$ cat src/rtl/phase_sequencer.sv
// ============================================================================
// phase_sequencer
// ----------------------------------------------------------------------------
// Multi-cycle phase generator for the processor core.  It produces the 3-bit
// phase bus consumed by the combinational control decoder.  It also handles
// the following:
//   - the run/stop key (exec), which is rising-edge detected,
//   - HLT detection,
//   - memory-wait stalls,
//   - a stall watchdog,
//   - a retired-instruction counter.
// All datapath enables stay in the decoder.  This block only sequences.
//
// Parameters:
//   PHASE_MAX  last phase of an instruction (4..7); phases run 1..PHASE_MAX
//   MEM_PHASE  second phase that honours mem_wait (2..PHASE_MAX)
//   WAIT_MAX   consecutive stalled cycles allowed before timeout (1..65535)
//   CNT_W      width of the retired-instruction counter
//
// Ports:
//   clk        in   system clock, rising edge
//   rst        in   synchronous active-high reset
//   exec       in   run/stop key level (rising edge is the event)
//   hlt        in   current IR holds HLT
//   mem_wait   in   memory not ready; stalls phase 1 and MEM_PHASE
//   step_mode  in   (SINGLE_STEP_EN only) stop after every instruction
//   phase      out  current phase, 0 = not executing
//   running    out  high in any phase 1..PHASE_MAX
//   halted     out  high in HALT state
//   timeout    out  sticky watchdog expiry flag
//   p1_start   out  one-cycle pulse on entry to phase 1
//   retired    out  instructions completed, wraps silently
//
// Optional feature:
//   Define SINGLE_STEP_EN to add the step_mode input.  Without the macro the
//   port is absent and the block behaves as if step_mode were tied low.
//
// Every output comes straight from a flop or from a decode of the state
// register.  No input reaches an output without passing through a register.
// ============================================================================
module phase_sequencer #(
    parameter int PHASE_MAX = 5,
    parameter int MEM_PHASE = 4,
    parameter int WAIT_MAX  = 255,
    parameter int CNT_W     = 16
) (
    input  logic             clk,
    input  logic             rst,
    input  logic             exec,
    input  logic             hlt,
    input  logic             mem_wait,
`ifdef SINGLE_STEP_EN
    input  logic             step_mode,
`endif
    output logic [2:0]       phase,
    output logic             running,
    output logic             halted,
    output logic             timeout,
    output logic             p1_start,
    output logic [CNT_W-1:0] retired
);

    typedef enum logic [1:0] {
        IDLE = 2'd0,
        RUN  = 2'd1,
        HALT = 2'd2
    } state_t;

    localparam logic [2:0]  PHASE_FIRST = 3'd1;
    localparam logic [2:0]  PHASE_HLT   = 3'd2;
    localparam logic [2:0]  PHASE_LAST  = 3'(PHASE_MAX);
    localparam logic [2:0]  PHASE_MEM   = 3'(MEM_PHASE);
    localparam logic [15:0] WAIT_LAST   = 16'(WAIT_MAX - 1);

    state_t             state_q, state_d;
    logic [2:0]         phase_q, phase_d;
    logic               timeout_q, timeout_d;
    logic               p1_q, p1_d;
    logic [CNT_W-1:0]   retired_q, retired_d;
    logic               stop_q, stop_d;
    logic [15:0]        wait_q, wait_d;
    logic               exec_q;

    logic               exec_rise;
    logic               stall;
    logic               wd_expire;
    logic               step_active;

`ifdef SINGLE_STEP_EN
    assign step_active = step_mode;
`else
    assign step_active = 1'b0;
`endif

    // Only the press of the key counts, not how long it is held.
    assign exec_rise = exec & ~exec_q;

    // Memory waits matter only in the fetch phase and the data phase.
    assign stall = (state_q == RUN) & mem_wait &
                   ((phase_q == PHASE_FIRST) | (phase_q == PHASE_MEM));

    // wait_q counts the stalled cycles already seen.  Expiry fires on the
    // stalled cycle that would be number WAIT_MAX.
    assign wd_expire = stall & (wait_q == WAIT_LAST);

    // Next-state logic.  Every register holds by default.  p1_start is a
    // pulse, so it defaults low.
    always_comb begin
        state_d   = state_q;
        phase_d   = phase_q;
        timeout_d = timeout_q;
        p1_d      = 1'b0;
        retired_d = retired_q;
        stop_d    = stop_q;
        wait_d    = wait_q;

        case (state_q)
            IDLE: begin
                if (exec_rise) begin
                    state_d = RUN;
                    phase_d = PHASE_FIRST;
                    p1_d    = 1'b1;
                    stop_d  = 1'b0;
                    wait_d  = '0;
                end
            end

            RUN: begin
                if (wd_expire) begin
                    // A timeout beats a key press in the same cycle.  It
                    // does not count as a retired instruction.
                    state_d   = HALT;
                    phase_d   = '0;
                    timeout_d = 1'b1;
                    stop_d    = 1'b0;
                    wait_d    = '0;
                end else if (stall) begin
                    wait_d = wait_q + 16'd1;
                    // A press during a stall still asks for a stop at the
                    // end of the instruction.
                    if (exec_rise) begin
                        stop_d = 1'b1;
                    end
                end else begin
                    wait_d = '0;
                    if ((phase_q == PHASE_HLT) && hlt) begin
                        state_d   = HALT;
                        phase_d   = '0;
                        retired_d = retired_q + CNT_W'(1);
                        stop_d    = 1'b0;
                    end else if (phase_q == PHASE_LAST) begin
                        // A press that arrives on the final phase stops the
                        // core here.  It is not carried into the next
                        // instruction.
                        retired_d = retired_q + CNT_W'(1);
                        if (stop_q || exec_rise || step_active) begin
                            state_d = IDLE;
                            phase_d = '0;
                            stop_d  = 1'b0;
                        end else begin
                            phase_d = PHASE_FIRST;
                            p1_d    = 1'b1;
                        end
                    end else begin
                        phase_d = phase_q + 3'd1;
                        if (exec_rise) begin
                            stop_d = 1'b1;
                        end
                    end
                end
            end

            HALT: begin
                if (exec_rise) begin
                    state_d   = RUN;
                    phase_d   = PHASE_FIRST;
                    timeout_d = 1'b0;
                    p1_d      = 1'b1;
                    stop_d    = 1'b0;
                    wait_d    = '0;
                end
            end

            default: begin
                state_d = IDLE;
                phase_d = '0;
            end
        endcase
    end

    // State register.  exec_q also samples exec during reset.  A key held
    // through reset therefore shows no edge once reset drops.
    always_ff @(posedge clk) begin
        exec_q <= exec;
        if (rst) begin
            state_q   <= IDLE;
            phase_q   <= '0;
            timeout_q <= 1'b0;
            p1_q      <= 1'b0;
            retired_q <= '0;
            stop_q    <= 1'b0;
            wait_q    <= '0;
        end else begin
            state_q   <= state_d;
            phase_q   <= phase_d;
            timeout_q <= timeout_d;
            p1_q      <= p1_d;
            retired_q <= retired_d;
            stop_q    <= stop_d;
            wait_q    <= wait_d;
        end
    end

    assign phase    = phase_q;
    assign running  = (state_q == RUN);
    assign halted   = (state_q == HALT);
    assign timeout  = timeout_q;
    assign p1_start = p1_q;
    assign retired  = retired_q;

endmodule

$ cat config.mk
export PLATFORM = sky130hd
export DESIGN_NAME = phase_sequencer
export DESIGN_NICKNAME = d
export VERILOG_FILES = /design/src/rtl/phase_sequencer.sv
export SDC_FILE = /design/constraint.sdc
export NUM_CORES = 1
export LEC_CHECK = 0
export BUFFER_PORTS_ARGS = -buffer_cell sky130_fd_sc_hd__buf_2
export CORE_ASPECT_RATIO = 1.5
export CORE_MARGIN = 1.5
export CORE_UTILIZATION = 52
export CTS_CLUSTER_DIAMETER = 60
export DETAILED_ROUTE_END_ITERATION = 8
export GPL_TIMING_DRIVEN = 0
export PLACE_DENSITY_LB_ADDON = 0.3
export SLEW_MARGIN = 20
export SYNTH_ARGS = -nofsm -noshare
export SYNTH_HDL_FRONTEND = slang
export SYNTH_SLANG_ARGS = --single-unit
$ cat constraint.sdc
create_clock -name clk -period 1.9 [get_ports clk]
set_input_delay 0.38 -clock clk [delete_from_list [all_inputs] [get_ports clk]]
set_output_delay 0.38 -clock clk [all_outputs]
set_load 0.01 [all_outputs]
==> flow_summary_export.csv <==
group,metric,value,unit
outcome,status,"complete, but fails checks",
outcome,violations,"negative setup slack",
setup_path,path_class,"register to register",
synthesis,synthCells,264,
min_path,hold_depth,1,
final_layout,nets,312,
sta,relSlewSlack,67.8,%
setup_path,cp_slowest_cell,"or3b_4",
synthesis,synth-simple-area-share,26.7,%
synthesis,synth_top_area_cell,"dfxtp_1",
cts,ctsLongestPathBuffers,2,
place,pre_cts_slack,-0.207,ns
final_layout,n_antenna_cell,0,
global_route,overflow,0,
setup_path,end_kind,"register",
pwr,power_leakage,0.000972,uW
pwr,worst_ir_drop_vdd,1.01,mV
global_route,use_met1,26.1,%
detailed_routing,first_pass_iters,4,
floorplan,die_h,82.5,um
setup_path,max_stage_delay,0.44,ns
setup_path,crit_chain,"inv_4 > ha_4 > or3b_4 > a2111o_1 > or3_1 > o21ai_1",
global_route,met2_usage,41.4,%
floorplan,start_util,54.9,%
synthesis,synth_fa_ha_area_share,4.00,%
setup_path,cp.depth,6,
global_route,grt-busiest-layer,"met2",
global_route,grt_pass1_wl,8410,um
place,hpwl,3480,um
min_path,whs_endpoint,"exec_q",
setup_path,crit_buf_inv,1,
final_layout,final_common_cell,"dfxtp_1",
synthesis,avgSynthCellArea,8.30,um^2
sta,setup_ws,-0.0376,ns
place,placed_area,2410,um^2
synthesis,synth_ff_type,"dfxtp_1",
synthesis,synth_top_area_share,37.5,%
min_path,hold_path.class,"input pin to register",
sta,fmax,0.516,GHz
pwr,clkPwrFrac,35.6,%
place,gp_congestion,0.827,
floorplan,coreArea,3990,um^2
cts,clk_pin_slew,0.08,ns
cts,cts_sinks,41,
detailed_routing,ant_nets,0,
place,io_buffer_count,27,
setup_path,cp.required,2.13,ns
detailed_routing,drc_errors,0,
cts,cts-htree-levels,2,
synthesis,synth_top_family_by_area,"simple AND/OR/NAND/NOR gates",
synthesis,synth_cell_types,53,
pwr,p_sw_share,29.4,%
global_route,use_met3,4.83,%
final_layout,multi_input_area,1360,um^2
pwr,cellPowerDensity,882,nW/um^2
pwr,p_comb_share,22.9,%
detailed_routing,wl_per_cell,14.8,um
global_route,first_global_vias,1856,
job,cap_violations,0,
pwr,finalPower,2340,uW
floorplan,rows,28,
setup_path,path_delay_family,"simple AND/OR/NAND/NOR gates",
synthesis,yosys_warnings,0,
synthesis,synth_xor_area_share,6.80,%
cts,tritoncts,"done",
floorplan,io_pins,28,
setup_path,r2r.worst_path.cells,6,
final_layout,drive_gt1_share,22.6,%
synthesis,async_flop_share,0,%
setup_path,cp.arrival,2.17,ns
pwr,p_seq_share,41.5,%
floorplan,chipWidth,56.0,um
synthesis,synth_area,2190,um^2
sta,hold_ws,0.198,ns
final_layout,design_area,2660,um^2
sta,hold_viol,0,
sta,worst_clock_skew,0.00607,ns
sta,rsz0062_at_grt,"true",
sta,worst_slew_pin_slew,0.478,ns
setup_path,r2r_slack,-0.04,ns
pwr,p_int,1650,uW
synthesis,yosysSeqAreaShare,37.5,%
min_path,hp-start,"exec",
synthesis,synth_seq_cells,41,
final_layout,ff_latch_area,831,um^2
cts,root_buffer,"clkbuf_8",
final_layout,final_cell_mix,"37 x dfxtp_1, 32 x nor2_1, 27 x buf_2",
floorplan,dieArea,4620,um^2
synthesis,synth_area_leaders,"dfxtp_1 37%, nor2_1 5.7%, xnor2_1 4.4%",
detailed_routing,wirelength,5120,um
detailed_routing,drt-initial-drc-count,94,
global_route,antenna_found_initial,0,
cts,clock_latency,0.30,ns
setup_path,timing.rr.start,"state_q[0]",
setup_path,r2r_end,"wait_q[14]",
global_route,grt_max_degree,14,
synthesis,synthMuxAreaShare,1.37,%
sta,setup_viol,1,
synthesis,synthesis.nets,276,
sta,period_needed,1.94,ns
sta,drv_slew,0,
sta,period_share,102,%
final_layout,area_delta_synth_final,21.2,%
final_layout,utilization,66.5,%
synthesis,synth-edff-count,0,
cts,cts_inserted_buffers,5,
detailed_routing,vias,2039,
detailed_routing,viasPerCell,5.89,
setup_path,cp-start-kind,"register",
final_layout,fillers,347,
global_route,grt_use_total,23.1,%
synthesis,synth_compound_area_share,19.0,%
cts,postCtsHoldBufs,0,
setup_path,cp_max_fo,6,
pwr,p_switching,689,uW
[state kept, by name (all words and copies together), names as in the netlist]
| name | count |
|---|---|
| timeout | 1 |
| state_q | 2 |
| p1_start | 1 |
| wait_q | 16 |
| stop_q | 1 |
| phase | 3 |
| exec_q | 1 |
| retired | 16 |
[timing repair]
item	in CTS	in global routing
setup buffers	4	1
resized for setup	14	12
endpoints found under the setup margin	26	31
pin swaps	7	1
endpoints found under the hold margin	0	0
[cell type report]
type	instances	area share [%]
inverter	14	2.17
multi-input combinational	200	51.3
clock inverter	3	2.45
buffer	6	1.41
sequential	41	31.3
tap	45	2.12
timing repair buffer	32	6.64
clock buffer	5	2.59
[through the flow]
| step | TNS (ns) | instances |
|---|---|---|
| 5_1_grt | -0.325 | 346 |
| 2_1_floorplan | -0.0205 | 264 |
| 3_5_place_dp | -2.03 | 336 |
| 4_1_cts | -0.0202 | 346 |
| 3_3_place_gp | -1.53 | 336 |
| 6_report | -0.0376 | 346 |
[power by group through the flow]
| stage | registers, uW | clock network [uW] | logic [uW] |
|---|---|---|---|
| floorplan | 985 | 0 | 338 |
| global placement | 981 | 0 | 456 |
| detailed placement | 983 | 0 | 463 |
| CTS | 969 | 843 | 494 |
| global route | 980 | 872 | 585 |
| finish | 971 | 834 | 536 |
[cells in the mapped netlist (2+ instances only)]
master and instances:
dfxtp_1 41, nor2_1 33, nand2_1 20, inv_1 14
o21ai_0 13, nand3_1 12, xnor2_1 11, a21oi_1 10
a31oi_1 10, nor3_1 8, ha_1 7, or3_1 7
xor2_1 6, and4_1 5, clkbuf_1 5, nand4_1 5
a211oi_1 4, nand2b_1 4, and2_1 3, mux2i_1 3
nor4_1 3, o21ai_1 3, a2111o_1 2, and3_1 2
buf_4 2, nand3b_1 2, nor2b_1 2, o31a_1 2
[layer usage]
layer	routed length, um	vias to the layer above	part of all wire [%]
met4	167	0	3.3
met5	0	-	0
met1	2160	941	42
li1	-	1031	-
met2	2580	53	50
met3	212	14	4.1
[cell families after synthesis]
family          Yosys count
compound gates           59
simple gates            114
mux                       3
buf+inv                  23
fa+ha+maj                 7
xor+xnor                 17
flops                    41
[worst max path at each step]
| stage | to | slack, ns | startpoint |
|---|---|---|---|
| detailed placement | wait_q[15] | -0.21 | state_q[1] |
| finish | wait_q[14] | -0.04 | state_q[0] |
| global route | wait_q[14] | -0.09 | state_q[0] |
| CTS | wait_q[14] | -0.02 | state_q[0] |
| global placement | wait_q[15] | -0.17 | state_q[1] |
| floorplan | wait_q[14] | -0.02 | state_q[1] |
Power figures use the tool's default switching activity.
